File: src/rtl/adrv9001_tdd_seq.sv
// adrv9001_tdd_seq: per-channel TDD sequencer that times the channel enable pin and SSI datapath enable from a level request.
module adrv9001_tdd_seq #(
  parameter int CNT_W = 32
) (
  input  logic             s_axi_aclk,
  input  logic             s_axi_aresetn,
  input  logic             tdd_en,
  input  logic [CNT_W-1:0] ssi_enable_cnt,
  input  logic [CNT_W-1:0] disable_cnt,
  input  logic [CNT_W-1:0] ssi_disable_cnt,
  output logic             enable,
  output logic             ssi_enable,
  output logic             busy,
  output logic             done,
  output logic [1:0]       state
);
  typedef enum logic [1:0] {IDLE, SSI_WAIT, ACTIVE, DIS_WAIT} state_t;
  localparam logic [CNT_W-1:0] ONE = 1;
  state_t           state_q, state_d;
  logic [CNT_W-1:0] cnt_q, cnt_d, on_q, on_d, dis_q, dis_d, sdis_q, sdis_d;
  logic             en_q, en_d, ssi_q, ssi_d, busy_q, busy_d, done_q, done_d;
  // A count N fires on the edge where the counter holds N-1, so 2^CNT_W-1 never wraps.
  always_comb begin
    state_d = state_q;
    on_d    = on_q;
    dis_d   = dis_q;
    sdis_d  = sdis_q;
    en_d    = en_q;
    ssi_d   = ssi_q;
    case (state_q)
      IDLE: if (tdd_en) begin
        on_d    = ssi_enable_cnt;
        en_d    = 1'b1;
        ssi_d   = ssi_enable_cnt == '0;
        state_d = ssi_d ? ACTIVE : SSI_WAIT;
      end
      SSI_WAIT: if (!tdd_en) begin
        dis_d   = disable_cnt;
        sdis_d  = '0;
        en_d    = disable_cnt != '0;
        state_d = DIS_WAIT;
      end else if (cnt_q == on_q - ONE) begin
        ssi_d   = 1'b1;
        state_d = ACTIVE;
      end
      ACTIVE: if (!tdd_en) begin
        dis_d   = disable_cnt;
        sdis_d  = ssi_disable_cnt;
        en_d    = disable_cnt != '0;
        ssi_d   = ssi_disable_cnt != '0;
        state_d = DIS_WAIT;
      end
      DIS_WAIT: begin
        en_d  = en_q && cnt_q != dis_q - ONE;
        ssi_d = ssi_q && cnt_q != sdis_q - ONE;
      end
    endcase
    if (state_d == DIS_WAIT && !en_d && !ssi_d) state_d = IDLE;
    done_d = state_q != IDLE && state_d == IDLE;
    busy_d = state_d != IDLE;
    cnt_d  = (state_d == state_q && (state_q == SSI_WAIT || state_q == DIS_WAIT)) ? cnt_q + ONE : '0;
  end
  always_ff @(posedge s_axi_aclk or negedge s_axi_aresetn) begin
    if (!s_axi_aresetn) begin
      state_q <= IDLE;
      cnt_q   <= '0;
      on_q    <= '0;
      dis_q   <= '0;
      sdis_q  <= '0;
      en_q    <= 1'b0;
      ssi_q   <= 1'b0;
      busy_q  <= 1'b0;
      done_q  <= 1'b0;
    end else begin
      state_q <= state_d;
      cnt_q   <= cnt_d;
      on_q    <= on_d;
      dis_q   <= dis_d;
      sdis_q  <= sdis_d;
      en_q    <= en_d;
      ssi_q   <= ssi_d;
      busy_q  <= busy_d;
      done_q  <= done_d;
    end
  end
  assign enable     = en_q;
  assign ssi_enable = ssi_q;
  assign busy       = busy_q;
  assign done       = done_q;
  assign state      = state_q;
endmodule

File: config.mk
export PLATFORM = sky130hd
export DESIGN_NAME = adrv9001_tdd_seq
export DESIGN_NICKNAME = d
export VERILOG_FILES = /design/src/rtl/adrv9001_tdd_seq.sv
export SDC_FILE = /design/constraint.sdc
export NUM_CORES = 1
export LEC_CHECK = 0
export ABC_AREA = 1
export CAP_MARGIN = 5
export CORE_MARGIN = 4
export CORE_UTILIZATION = 55
export CTS_CLUSTER_SIZE = 12
export DETAILED_ROUTE_END_ITERATION = 16
export PLACE_DENSITY = 0.77
export SETUP_SLACK_MARGIN = 0.02
export SKIP_LAST_GASP = 1
export SYNTH_ARGS = -nofsm -noshare
export SYNTH_HDL_FRONTEND = slang
export SYNTH_SLANG_ARGS = --single-unit
File: constraint.sdc
create_clock -name s_axi_aclk -period 6.8 [get_ports s_axi_aclk]
set_clock_uncertainty 0.05 [all_clocks]
set_input_delay 2.04 -clock s_axi_aclk [delete_from_list [all_inputs] [get_ports s_axi_aclk]]
set_output_delay 2.04 -clock s_axi_aclk [all_outputs]
set_load 0.01 [all_outputs]
; Word-level counts from Yosys, hierarchy flattened
; Cells that the tools add are included.
; W data, S select, Z words.
[classes]
add_sub_neg = 4
n_mul = 0
n_div = 0
order_cmp = 0
eq_ne = 10
shift = 0
muxes = 19
bitwise = 1
n_reduce_logical = 21
[op_table]
columns = operator, n
row1 = $mux W32, 3
row2 = $sub A32 B1 Y32 const B, 3
row3 = $ne A32 B32 Y1, 2
row4 = $pmux W32 S2, 1
row5 = $reduce_bool A32 Y1, 2
row6 = $add A32 B1 Y32 const B, 1
row7 = $eq A32 B32 Y1, 1
row8 = $logic_not A32 Y1, 1
row9 = $mux W2, 6
row10 = $eq A2 B2 Y1 const B, 3
row11 = $logic_and A1 B1 Y1, 6
row12 = $mux W1, 6
row13 = $pmux W2 S3, 1
row14 = $reduce_bool A2 Y1, 3
row15 = $logic_not A2 Y1, 2
row16 = $ne A2 B2 Y1 const B, 2
row17 = $pmux W1 S4, 1
row18 = $reduce_and A2 Y1, 2
row19 = $pmux W1 S3, 1
row20 = $reduce_and A3 Y1, 1
row21 = $eq A2 B1 Y1 const B, 1
row22 = $eq A2 B2 Y1, 1
row23 = $logic_not A1 Y1, 2
row24 = $reduce_or A2 Y1, 1
row25 = other kinds (2), 2
[word_totals]
reg_bits = 134
latchBits = 0
mem_bits_rw = 0
rom_bits = 0
input_bits = 99
output_inout_bits = 6
wordCells = 64
n_memories = 0

; Logic depth before layout (Yosys ltp)
; Gate-level depths: netlist of run 1.
[logic_depth]
ltp_word = 12
ltp_mapped = 27
mapped_depth_nobuf = 26

; Worst setup path before layout of run 1
; No wires, ideal clock.
[synth_path]
path_type = input port to flip-flop
start = input port ssi_enable_cnt[0]
end = register cnt_q[23]
setup_ps = 128
arrival_ps = 3642
required_time_ps = 6622
slack_ps = 2981
cell_stages = 17
path_buffers = 1
path_cell_list = nor4_1 nand3_1 nor3_1 nand2_1 a21oi_1 nor3_1 nand2_1 nand2_1 nor2_2 nand2_1 nand2_2 nand2_1 nand2_1 nor2_2 nand2_4 buf_8 nor2_4
[synth_via]
elab_chain_cells = 11
elab_cells_between_ends = 14
cone_classes = 2 x eq/ne / 7 x mux / 5 x reduce/logical
[synth_lines]
columns = item, line
row1 = from (decl), 8  ; input logic [CNT_W-1:0] ssi_enable_cnt,
row2 = $logic_not A32 Y1 (*), 34  ; ssi_d = ssi_enable_cnt == '0;
row3 = $mux W2, 35  ; state_d = ssi_d ? ACTIVE : SSI_WAIT;
row4 = $mux W2, 31  ; IDLE: if (tdd_en) begin
row5 = $pmux W2 S3, 30  ; case (state_q)
row6 = $eq A2 B2 Y1, 58  ; if (state_d == DIS_WAIT && !en_d && !ssi_d) state_d = IDLE;
row7 = $logic_and A1 B1 Y1 (2 in a row), 58
row8 = $mux W2 (*), 58
row9 = $eq A2 B2 Y1 (*), 61  ; cnt_d = (state_d == state_q && (state_q == SSI_WAIT || state_q == DIS_WAIT)) ? cnt_q + ONE : '0;
row10 = $logic_and A1 B1 Y1 (*), 61
row11 = $mux W32 (*), 61
row12 = via cnt_d[23], 20  ; logic [CNT_W-1:0] cnt_q, cnt_d, on_q, on_d, dis_q, dis_d, sdis_q, sdis_d;
row13 = to (signal assigned), 76  ; cnt_q <= cnt_d;
row14 = to (decl), 20
; The timed path passes the listed nets; every way through them passes the cells marked *.
; A chain may end at the register's enable or synchronous reset.

; Worst setup path in the final report of run 1
[layout_path]
start = input port tdd_en
end = register cnt_q[17]
[layout_via]
elab_chain_cells = 9
elab_cells_between_ends = 20
cone_classes = 2 x eq/ne / 13 x mux / 5 x reduce/logical
[layout_lines]
columns = item, line
row1 = from (decl), 7  ; input logic tdd_en,
row2 = "$mux W1, on equally long branches", "37, 46, 31"
row3 = $pmux W1 S3 (*), 30
row4 = via en_d, 21  ; logic en_q, en_d, ssi_q, ssi_d, busy_q, busy_d, done_q, done_d;
row5 = $logic_not A1 Y1 (*), 58
row6 = $logic_and A1 B1 Y1 (*) (2 in a row), 58
row7 = $mux W2 (*), 58
row8 = $eq A2 B2 Y1 (*), 61
row9 = $logic_and A1 B1 Y1 (*), 61
row10 = $mux W32 (*), 61
row11 = via cnt_d[17], 20
; Marked as above.

==> flow_summary_export.csv, run 1 <==
group,metric,value,unit
logic_synthesis,syn_inst,1616,
placement,io_buffers,104,
routing,drc,0,
routing,routed-via-count,10600,
logic_synthesis,synth_ff_type,"dfrtp_1",
placement,dpl.cell_count,1938,
logic_synthesis,synthMuxAreaShare,0.0166,
pwr,vdd_ir_drop_max,203,uV
placement,place.gp.congestion,0.985,
layout,finalNetCount,1799,
sta,fin_setup_tns,0,ns
routing,m1WireLength,13500,um
clock_network,clk_pin_slew,0.06,ns
routing,ant_nets,0,
logic_synthesis,ys_seq_area_frac,0.310,
flow_run,cap_violations,0,
floorplan,die_h,148,um
sta,setup_viol,0,
routing,top_layer,"met4",
layout,syn_to_final_growth,15.1,%
logic_synthesis,synth_compound_area_frac,0.0653,
placement,dp_slack,1.37,ns
global_routing,grt_max_degree,101,
global_routing,grt.total_usage,0.294,
clock_network,ctsHoldBuffers,0,
logic_synthesis,synth_top_family_by_area,"simple AND/OR/NAND/NOR gates",
sta,post-route-period-util,0.729,
routing,wire_per_inst,16.2,um
logic_synthesis,synth_seq_cells,134,
critical_path,path_delay_family,"buffers and inverters",
floorplan,die-area,22000,um^2
sta,timing.final.ws_setup,1.85,ns
floorplan,io-pin-count,105,
logic_synthesis,synth_fa_ha_area_frac,0.00924,
clock_network,ctsRootBufferMaster,"clkbuf_16",
global_routing,grt_pass1_wl,51000,um
critical_path,cpMostUsedCell,"nand2_1",
critical_path,path_buf_inv,3,
logic_synthesis,async_flop_share,1.00,
logic_synthesis,yosys_warnings,0,
logic_synthesis,syn-num-nets,1723,
placement,place_area,12000,um^2
layout,design_area,12500,um^2
critical_path,critPathMaxStageDelay,0.76,ns
routing,avgViaCountPerCell,5.36,
pwr,p_leak,5.97,nW
critical_path,endpoint_kind,"register",
global_routing,grt.overflow.total,0,
layout,insertedDiodeCount,0,
pwr,p_per_area,373,nW/um^2
routing,initialDrtViolationCount,923,
pwr,p_seq_frac,0.312,
floorplan,core_area,19400,um^2
clock_network,numCtsBuffers,17,
pwr,power_frac_comb,0.508,
pwr,swShare,0.480,
critical_path,critical_path.cell_chain,"clkdlybuf4s50_1, clkinv_1, nand3_1, nor3_1, a31oi_1, nor2_1, a21oi_2, nor2_2, nand3_1, nand2_1, nand2_1, nand2_1, nand2_4, buf_4, nor2_4",
pwr,clock_power_share,0.180,
status,status,"completed",
clock_network,cts_tree,"done",
floorplan,initial_core_util,0.559,
logic_synthesis,synth_area_leaders,"dfrtp_1 (31%), nand2_1 (14%), inv_1 (7.9%), nor2_1 (7.9%), xor2_1 (6.5%)",
clock_network,clkLatencyLatePin,0.44,ns
clock_network,post_cts_resized,0,
logic_synthesis,netlist.area_leader.share,0.310,
sta,fmax,202,MHz
sta,finalHoldViolCount,0,
clock_network,cts.sinks,134,
routing,drtPass1Iterations,7,
logic_synthesis,avgSynthCellArea,6.70,um^2
critical_path,start_kind,"input pin",
critical_path,crit_slowest_cell,"clkdlybuf4s50_1",
sta,worstMarginPinSlew,1.24,ns
critical_path,path_max_fanout,17,
routing,wl_met2,15100,um
logic_synthesis,synthXorXnorAreaFrac,0.0983,
routing,wl,32000,um
clock_network,htreeDepth,4,
critical_path,crit_type,"in2reg",
clock_network,clockBufferDepth,2,
sta,period_needed,4.95,ns
critical_path,required,7.07,ns
global_routing,grt_antenna_before_repair,0,
logic_synthesis,yosys.area_share.simple,0.390,
logic_synthesis,synth_top_cell_by_area,"dfrtp_1",
critical_path,arrival,5.22,ns
layout,drive_above_1_share,0.0845,
clock_network,postCtsSetupBuffers,0,
floorplan,die_width,148,um
logic_synthesis,synth_cell_type_count,45,
sta,rsz0062_at_grt,"false",
floorplan,rows,51,
sta,max_slew_margin,0.168,
pwr,p_sw,2.23,mW
layout,final_cells,1970,
placement,dp_hpwl,24200,um
routing,met3RoutedLength,2210,um
global_routing,grt_pass1_vias,9905,
logic_synthesis,synth_edf_count,0,
logic_synthesis,synth.cell_area,10800,um^2
sta,final_max_slew_viol_count,0,
pwr,p_int,2.42,mW
hold_path,hp-class,"reg2reg",
layout by cell type, fill, tap and decap left out, types with 16 or more instances in the layout:
cell / count
nor2_2: 22
mux2_2: 16
dfrtp_1: 134
clkdlybuf4s50_1: 103
nor2_1: 228
nor3_1: 16
nand2_1: 416
nand2_2: 16
o21ai_0: 54
clkbuf_16: 17
inv_1: 229
nand3_1: 95
xor2_1: 81
o22ai_1: 32
nor2_4: 37
xnor2_1: 38
a21oi_1: 22
nand4_1: 46
nand3b_1: 17
cells in the mapped netlist (2+ instances only):
| cell | n |
|---|---|
| a21oi_1 | 23 |
| and2_1 | 3 |
| buf_12 | 2 |
| buf_2 | 15 |
| buf_4 | 3 |
| buf_6 | 3 |
| clkbuf_1 | 26 |
| clkbuf_2 | 2 |
| clkinv_1 | 3 |
| dfrtp_1 | 134 |
| ha_1 | 8 |
| inv_1 | 229 |
| inv_2 | 8 |
| mux2_2 | 16 |
| nand2_1 | 416 |
| nand2_2 | 16 |
| nand2_4 | 2 |
| nand3_1 | 95 |
| nand3b_1 | 17 |
| nand4_1 | 46 |
| nor2_1 | 228 |
| nor2_2 | 22 |
| nor2_4 | 37 |
| nor3_1 | 16 |
| nor4_1 | 10 |
| o21ai_0 | 54 |
| o21ai_1 | 9 |
| o21bai_1 | 6 |
| o22ai_1 | 32 |
| or2_1 | 2 |
| or2_2 | 2 |
| xnor2_1 | 38 |
| xor2_1 | 81 |
metal layers:
| metal | track usage | vias up |
|---|---|---|
| li1 | - | 5201 |
| met1 | 0.382 | 4892 |
| met2 | 0.491 | 384 |
| met3 | 0.0463 | 75 |
| met4 | 0.122 | 0 |
| met5 | 0 | - |
cell type report:
| cell class | instances | area (um^2) |
|---|---|---|
| inverters | 240 | 901 |
| repair buffers | 110 | 1090 |
| clock inverters | 9 | 55.1 |
| flip-flops and latches | 134 | 3350 |
| fillers | 1816 | 6930 |
| clock buffers | 23 | 458 |
| multi-input cells | 1189 | 6290 |
| well taps | 265 | 332 |
through the flow:
step | utilization | hold slack, ns | power (mW)
global placement | 0.616 | 0.440 | 3.74
finish | 0.643 | 0.500 | 4.66
floorplan | - | 0.423 | 3.23
global route | 0.643 | 0.514 | 5.05
detailed placement | 0.616 | 0.475 | 3.79
CTS | 0.643 | 0.490 | 4.64
flip-flops by register name, indices dropped and copies added, names as in the netlist:
| signal | cells |
|---|---|
| dis_q | 32 |
| enable | 1 |
| state | 2 |
| busy | 1 |
| cnt_q | 32 |
| sdis_q | 32 |
| done | 1 |
| ssi_enable | 1 |
| on_q | 32 |
worst min-delay path: stages (launching register included):
cell	delay [ns]
dfrtp_1	0.39
nand2_1	0.06
o21ai_0	0.06
path summary, 6_finish.rpt:
check | from | end | slack, ns | depth (start not counted)
min | on_q[1] | on_q[1] | 0.50 | 2
max in group asynchronous | s_axi_aresetn | cnt_q[16] | 3.95 | 2
min in group asynchronous | s_axi_aresetn | dis_q[9] | 1.65 | 1
max | tdd_en | cnt_q[17] | 1.85 | 15
min reg2reg | on_q[1] | on_q[1] | 0.50 | 2
max reg2reg | on_q[0] | cnt_q[17] | 2.99 | 24
kinds of logic (layout without fill, tap and decap cells):
logic type,count (synthesis),count (layout)
simple gates,917,917
buf+inv,293,382
flops,134,134
compound gates,128,128
xor+xnor,120,120
mux,16,16
fa+ha+maj,8,8
power by group through the flow:
stage	Sequential (mW)	Clock, mW	Combinational [mW]
finish	1.45	0.839	2.36
global placement	1.45	0	2.29
CTS	1.44	0.843	2.35
global route	1.49	0.877	2.68
floorplan	1.34	0	1.88
detailed placement	1.45	0	2.34
Power figures use the tool's default switching activity.
==> inputs of run 2 (changes only) <==
Clock period 6.8 ns to 4.6 ns, I/O delays scaled along.
==> run 2 against run 1 <==
Net effect: worst hold slack worse by 0.037 ns; clock power is 76% higher; largest cell class unchanged; largest power group unchanged; worst setup slack worse by 1.0 ns; critical path type unchanged; sequential power is 48% higher; routed wire length is 0.90% lower.
==> flow_summary_export.csv, run 2 (synthesis gave the netlist of run 1 again) <==
group,metric,value,unit
pwr,p_per_area,567,nW/um^2
sta,fmax,264,MHz
critical_path,endpoint_kind,"register",
sta,worstMarginPinSlew,0.662,ns
floorplan,initial_core_util,0.559,
sta,rsz0062_at_grt,"false",
layout,nFillCells,1757,
pwr,p_sw,3.33,mW
sta,finalHoldViolCount,0,
floorplan,die_width,148,um
clock_network,ctsRootBufferMaster,"clkbuf_16",
flow_run,cap_violations,0,
floorplan,die-area,22000,um^2
critical_path,start_kind,"input pin",
floorplan,io-pin-count,105,
global_routing,grt.total_usage,0.291,
layout,insertedDiodeCount,0,
critical_path,crit_slowest_cell,"clkdlybuf4s50_1",
clock_network,numCtsBuffers,17,
placement,io_buffers,104,
clock_network,ctsHoldBuffers,0,
clock_network,post_cts_resized,0,
floorplan,die_h,148,um
clock_network,htreeDepth,4,
clock_network,clkLatencyLatePin,0.43,ns
clock_network,clockBufferDepth,2,
layout,final_cell_mix,"nand2_1 (416), inv_1 (229), nor2_1 (228)",
clock_network,postCtsSetupBuffers,0,
floorplan,rows,51,
placement,place.gp.congestion,0.976,
global_routing,grt.overflow.total,0,
critical_path,arrival,4.05,ns
clock_network,clk_pin_slew,0.06,ns
critical_path,ff2ff_path_depth,22,
layout,drive_above_1_share,0.0885,
routing,routed-via-count,10600,
routing,wire_per_inst,16.1,um
sta,post-route-period-util,0.824,
layout,finalNetCount,1803,
routing,drc,0,
critical_path,cpMostUsedCell,"nand2_1",
global_routing,grt_antenna_before_repair,0,
layout,syn_to_final_growth,16.7,%
critical_path,path_max_fanout,6,
placement,dp_slack,0.382,ns
routing,initialDrtViolationCount,992,
layout,multi_input_area,6290,um^2
placement,dp_hpwl,24000,um
layout,regArea,3350,um^2
sta,period_needed,3.79,ns
sta,timing.final.ws_setup,0.812,ns
clock_network,cts_tree,"done",
routing,drtPass1Iterations,5,
routing,avgViaCountPerCell,5.39,
clock_network,cts.sinks,134,
sta,max_slew_margin,0.559,
pwr,clock_power_share,0.206,
pwr,p_int,3.84,mW
global_routing,grt_pass1_vias,10100,
sta,hold_ws,0.463,ns
hold_path,hold-path-cell-count,2,
pwr,power_frac_comb,0.494,
status,status,"completed",
pwr,swShare,0.464,
pwr,totalPowerFinal,7.17,mW
routing,wl,31700,um
global_routing,grt_pass1_wl,50600,um
pwr,vdd_ir_drop_max,298,uV
routing,ant_nets,0,
layout,layout_commonest_cell,"nand2_1",
layout,fin_util,0.652,
sta,setup_viol,0,
critical_path,crit_type,"in2reg",
pwr,p_seq_frac,0.300,
critical_path,required,4.86,ns
hold_path,hp-class,"reg2reg",
critical_path,critPathMaxStageDelay,0.47,ns
sta,final_max_slew_viol_count,0,
global_routing,grt_max_degree,79,
floorplan,core_area,19400,um^2
sta,fin_setup_tns,0,ns
critical_path,critical_path.cell_chain,"clkdlybuf4s50_1, nor4_1, nand3_1, nor3_1, nand2_1, a21oi_1, nor3_1, nand2_1, nand2_1, nor2_2, nand2_1, nand2_2, nand2_1, nand2_1, nor2_2, nand2_4, buf_4, nor2_4",
pwr,p_leak,6.05,nW
==> run 2: changes by cell type in the layout (fill, tap and decap cells not counted), sizes merged <==
cell | previous run | this run
clkbuf | 23 | 18
buf | 7 | 11
bufinv | 0 | 4
clkinv | 8 | 7
clkinvlp | 4 | 3
inv | 237 | 238
==> run 2: worst paths after layout <==
| check | start | slack, ns | end |
|---|---|---|---|
| worst min-delay path | dis_q[31] | 0.46 | dis_q[31] |
| min in group asynchronous | s_axi_aresetn | 0.86 | dis_q[13] |
| worst min register to register | dis_q[31] | 0.46 | dis_q[31] |
| max in group asynchronous | s_axi_aresetn | 2.82 | on_q[23] |
| worst max register to register | sdis_q[0] | 1.15 | cnt_q[20] |
| worst max-delay path | ssi_enable_cnt[16] | 0.81 | cnt_q[20] |
==> run 2: per-stage QoR <==
stage               instances  area (um^2)
floorplan                1616        10800
global placement         1942        12000
detailed placement       1942        12000
CTS                      1972        12600
global route             1972        12600
finish                   1972        12600
==> run 2: layout make-up <==
cell class / instances / area share
sequential: 134 / 0.265
clock inverter: 12 / 0.0142
multi-input combinational: 1189 / 0.497
tap: 265 / 0.0262
clock buffer: 18 / 0.0347
inverter: 240 / 0.0712
timing repair buffer: 114 / 0.0913
==> run 2: metal layers <==
metal | wire length, um | global-route usage | vias to the layer above
met3 | 2340 | 0.0634 | 100
met4 | 1410 | 0.133 | 0
met2 | 14600 | 0.475 | 421
met5 | 0 | 0 | -
li1 | - | - | 5217
met1 | 13400 | 0.371 | 4886
==> run 2: power by group through the flow <==
stage                     Sequential (mW)  Clock (mW)  Combinational, mW
after floorplan                      1.99           0               2.78
final                                2.15        1.48               3.54
after global routing                 2.20        1.53               4.01
after CTS                            2.13        1.48               3.52
after global placement               2.14           0               3.43
after detailed placement             2.14           0               3.50
==> run 2: worst max-delay path, delay by kind of cell <==
family | cells | cell delay [ns]
simple gates | 15 | 1.79
buf+inv | 2 | 0.72
compound gates | 1 | 0.14
==> inputs of run 3 (changes only) <==
Settings changed: CORE_UTILIZATION 55 to 53, PLACE_DENSITY 0.77 to 0.78.
Clock period 4.6 ns to 3.07 ns, I/O delays scaled along.
==> run 3 against run 2 <==
Net effect: the flow now finishes with violations (negative setup slack); core utilization is 5.1 points higher; global-route usage increased by 0.74 points; cell area rose by 12%; critical path type is now reg2reg; critical endpoint unchanged; largest cell class unchanged; highest routed layer unchanged.
==> flow_summary_export.csv, run 3 (synthesis gave the netlist of run 1 again) <==
group,metric,value,unit
global_routing,grt_max_degree,69,
global_routing,grt_antenna_before_repair,0,
global_routing,grt.overflow.total,0,
sta,rsz0062_at_grt,"true",
flow_run,cap_violations,0,
routing,wl,33600,um
global_routing,grt_pass1_vias,10800,
critical_path,endpoint_kind,"register",
routing,avgViaCountPerCell,5.31,
floorplan,rows,52,
placement,dp_hpwl,25800,um
pwr,p_leak,6.97,nW
layout,fin_util,0.703,
critical_path,critPathMaxStageDelay,0.46,ns
global_routing,grt.total_usage,0.299,
clock_network,cts_tree,"done",
clock_network,htreeDepth,4,
sta,post-route-period-util,1.01,
critical_path,arrival,3.35,ns
hold_path,hp-class,"in2async",
routing,wire_per_inst,15.6,um
critical_path,critical_path.cell_chain,"nor2_2, nand2_2, nor2_4, buf_6, nand2_2, o21ai_2, nand2_1, nor2_1, nand2_1, nor2_1, nand3_1, nand2_1, nand2_1, nand2_1, nand2_2, nor2_4, nand2_2, nand2_2, nand2_1, nand2_1, nor2_2, nand2_4, buf_12, nor2_4",
status,violations,"negative setup slack",
layout,final_cells,2149,
floorplan,die_h,151,um
routing,routed-via-count,11400,
sta,finalHoldViolCount,0,
floorplan,core_area,20200,um^2
clock_network,clk_pin_slew,0.06,ns
critical_path,crit_slowest_cell,"dfrtp_2",
placement,dpl.cell_count,2102,
pwr,p_per_area,813,nW/um^2
sta,final_max_slew_viol_count,0,
sta,max_slew_margin,0.540,
layout,nFillCells,1663,
critical_path,required,3.32,ns
sta,fmax,323,MHz
layout,design_area,14200,um^2
global_routing,grt_pass1_wl,53700,um
sta,period_needed,3.10,ns
routing,drtPass1Iterations,6,
clock_network,ctsRootBufferMaster,"clkbuf_16",
sta,timing.final.ws_setup,-0.0291,ns
routing,ant_nets,0,
layout,syn_to_final_growth,30.9,%
critical_path,cpMostUsedCell,"nand2_1",
status,status,"finished, violations left",
layout,finalNetCount,1975,
clock_network,ctsHoldBuffers,0,
floorplan,die_width,151,um
floorplan,die-area,22800,um^2
floorplan,io-pin-count,105,
floorplan,initial_core_util,0.537,
sta,worstMarginPinSlew,0.690,ns
clock_network,clkLatencyLatePin,0.43,ns
placement,io_buffers,104,
critical_path,path_max_fanout,8,
layout,drive_above_1_share,0.196,
placement,place.gp.congestion,0.995,
critical_path,start_kind,"register",
routing,initialDrtViolationCount,968,
critical_path,crit_type,"reg2reg",
clock_network,numCtsBuffers,17,
clock_network,clockBufferDepth,2,
layout,insertedDiodeCount,0,
critical_path,path_buf_inv,2,
pwr,totalPowerFinal,11.5,mW
placement,place_area,13200,um^2
sta,setup_viol,11,
layout,final_cell_mix,"nand2_1 (408), inv_1 (226), nor2_1 (213)",
clock_network,cts.sinks,134,
routing,drc,0,
layout,layout_commonest_cell,"nand2_1",
critical_path,path_delay_family,"simple AND/OR/NAND/NOR gates",
pwr,vdd_ir_drop_max,443,uV
## run 3: cell types whose count changed in the layout (fill, tap and decap cells not counted), sizes merged, moves of 2 or more
cell,previous run,this run
clkdlybuf4s50,103,93
buf,11,183
clkinvlp,3,1
dlygate4sd2,0,10
clkbuf,18,21
## run 3: metrics by stage
stage                     worst slack, ns  setup TNS (ns)  hold slack [ns]
final                             -0.0291          -0.181            0.434
after global routing               -0.245           -7.07            0.504
after CTS                          0.0220               0            0.487
after detailed placement           -0.554          -16.94            0.475
after global placement             -0.533          -16.39            0.438
after floorplan                     0.343               0            0.423
## run 3: timing repair
| action | in CTS | in global routing |
|---|---|---|
| gates cloned | 2 | 0 |
| pin swaps | 17 | 15 |
| setup buffers | 3 | 12 |
| resized for setup | 45 | 31 |
| setup endpoints to repair | 32 | 34 |
## run 3: worst paths after layout
path / start / end / slack (ns) / depth (start not counted)
max: on_q[5] / cnt_q[20] / -0.03 / 24
min: s_axi_aresetn / dis_q[10] / 0.43 / 1
max reg2reg: on_q[5] / cnt_q[20] / -0.03 / 24
min reg2reg: dis_q[30] / dis_q[30] / 0.49 / 2
max in group asynchronous: s_axi_aresetn / dis_q[31] / 1.81 / 2
min in group s_axi_aclk: dis_q[30] / dis_q[30] / 0.49 / 2
## run 3: cell type report
class	instances	area, um^2	area share
clock buffer	21	470	0.0332
multi-input combinational	1189	6480	0.457
clock inverter	9	126	0.00891
inverter	240	901	0.0635
tap	270	338	0.0238
sequential	134	3360	0.237
timing repair buffer	286	2500	0.177
## run 3: power breakdown
| part | switching [mW] | internal (mW) |
|---|---|---|
| registers | 0.835 | 2.40 |
| clock network | 0.797 | 1.33 |
| logic | 3.59 | 2.58 |
## run 3: metal layers
layer / global-route usage / wire (um) / vias up
met3: 0.0473 / 2400 / 104
li1: - / - / 5555
met5: 0 / 0 / -
met4: 0.0997 / 1170 / 0
met1: 0.375 / 13800 / 5295
met2: 0.524 / 16200 / 455
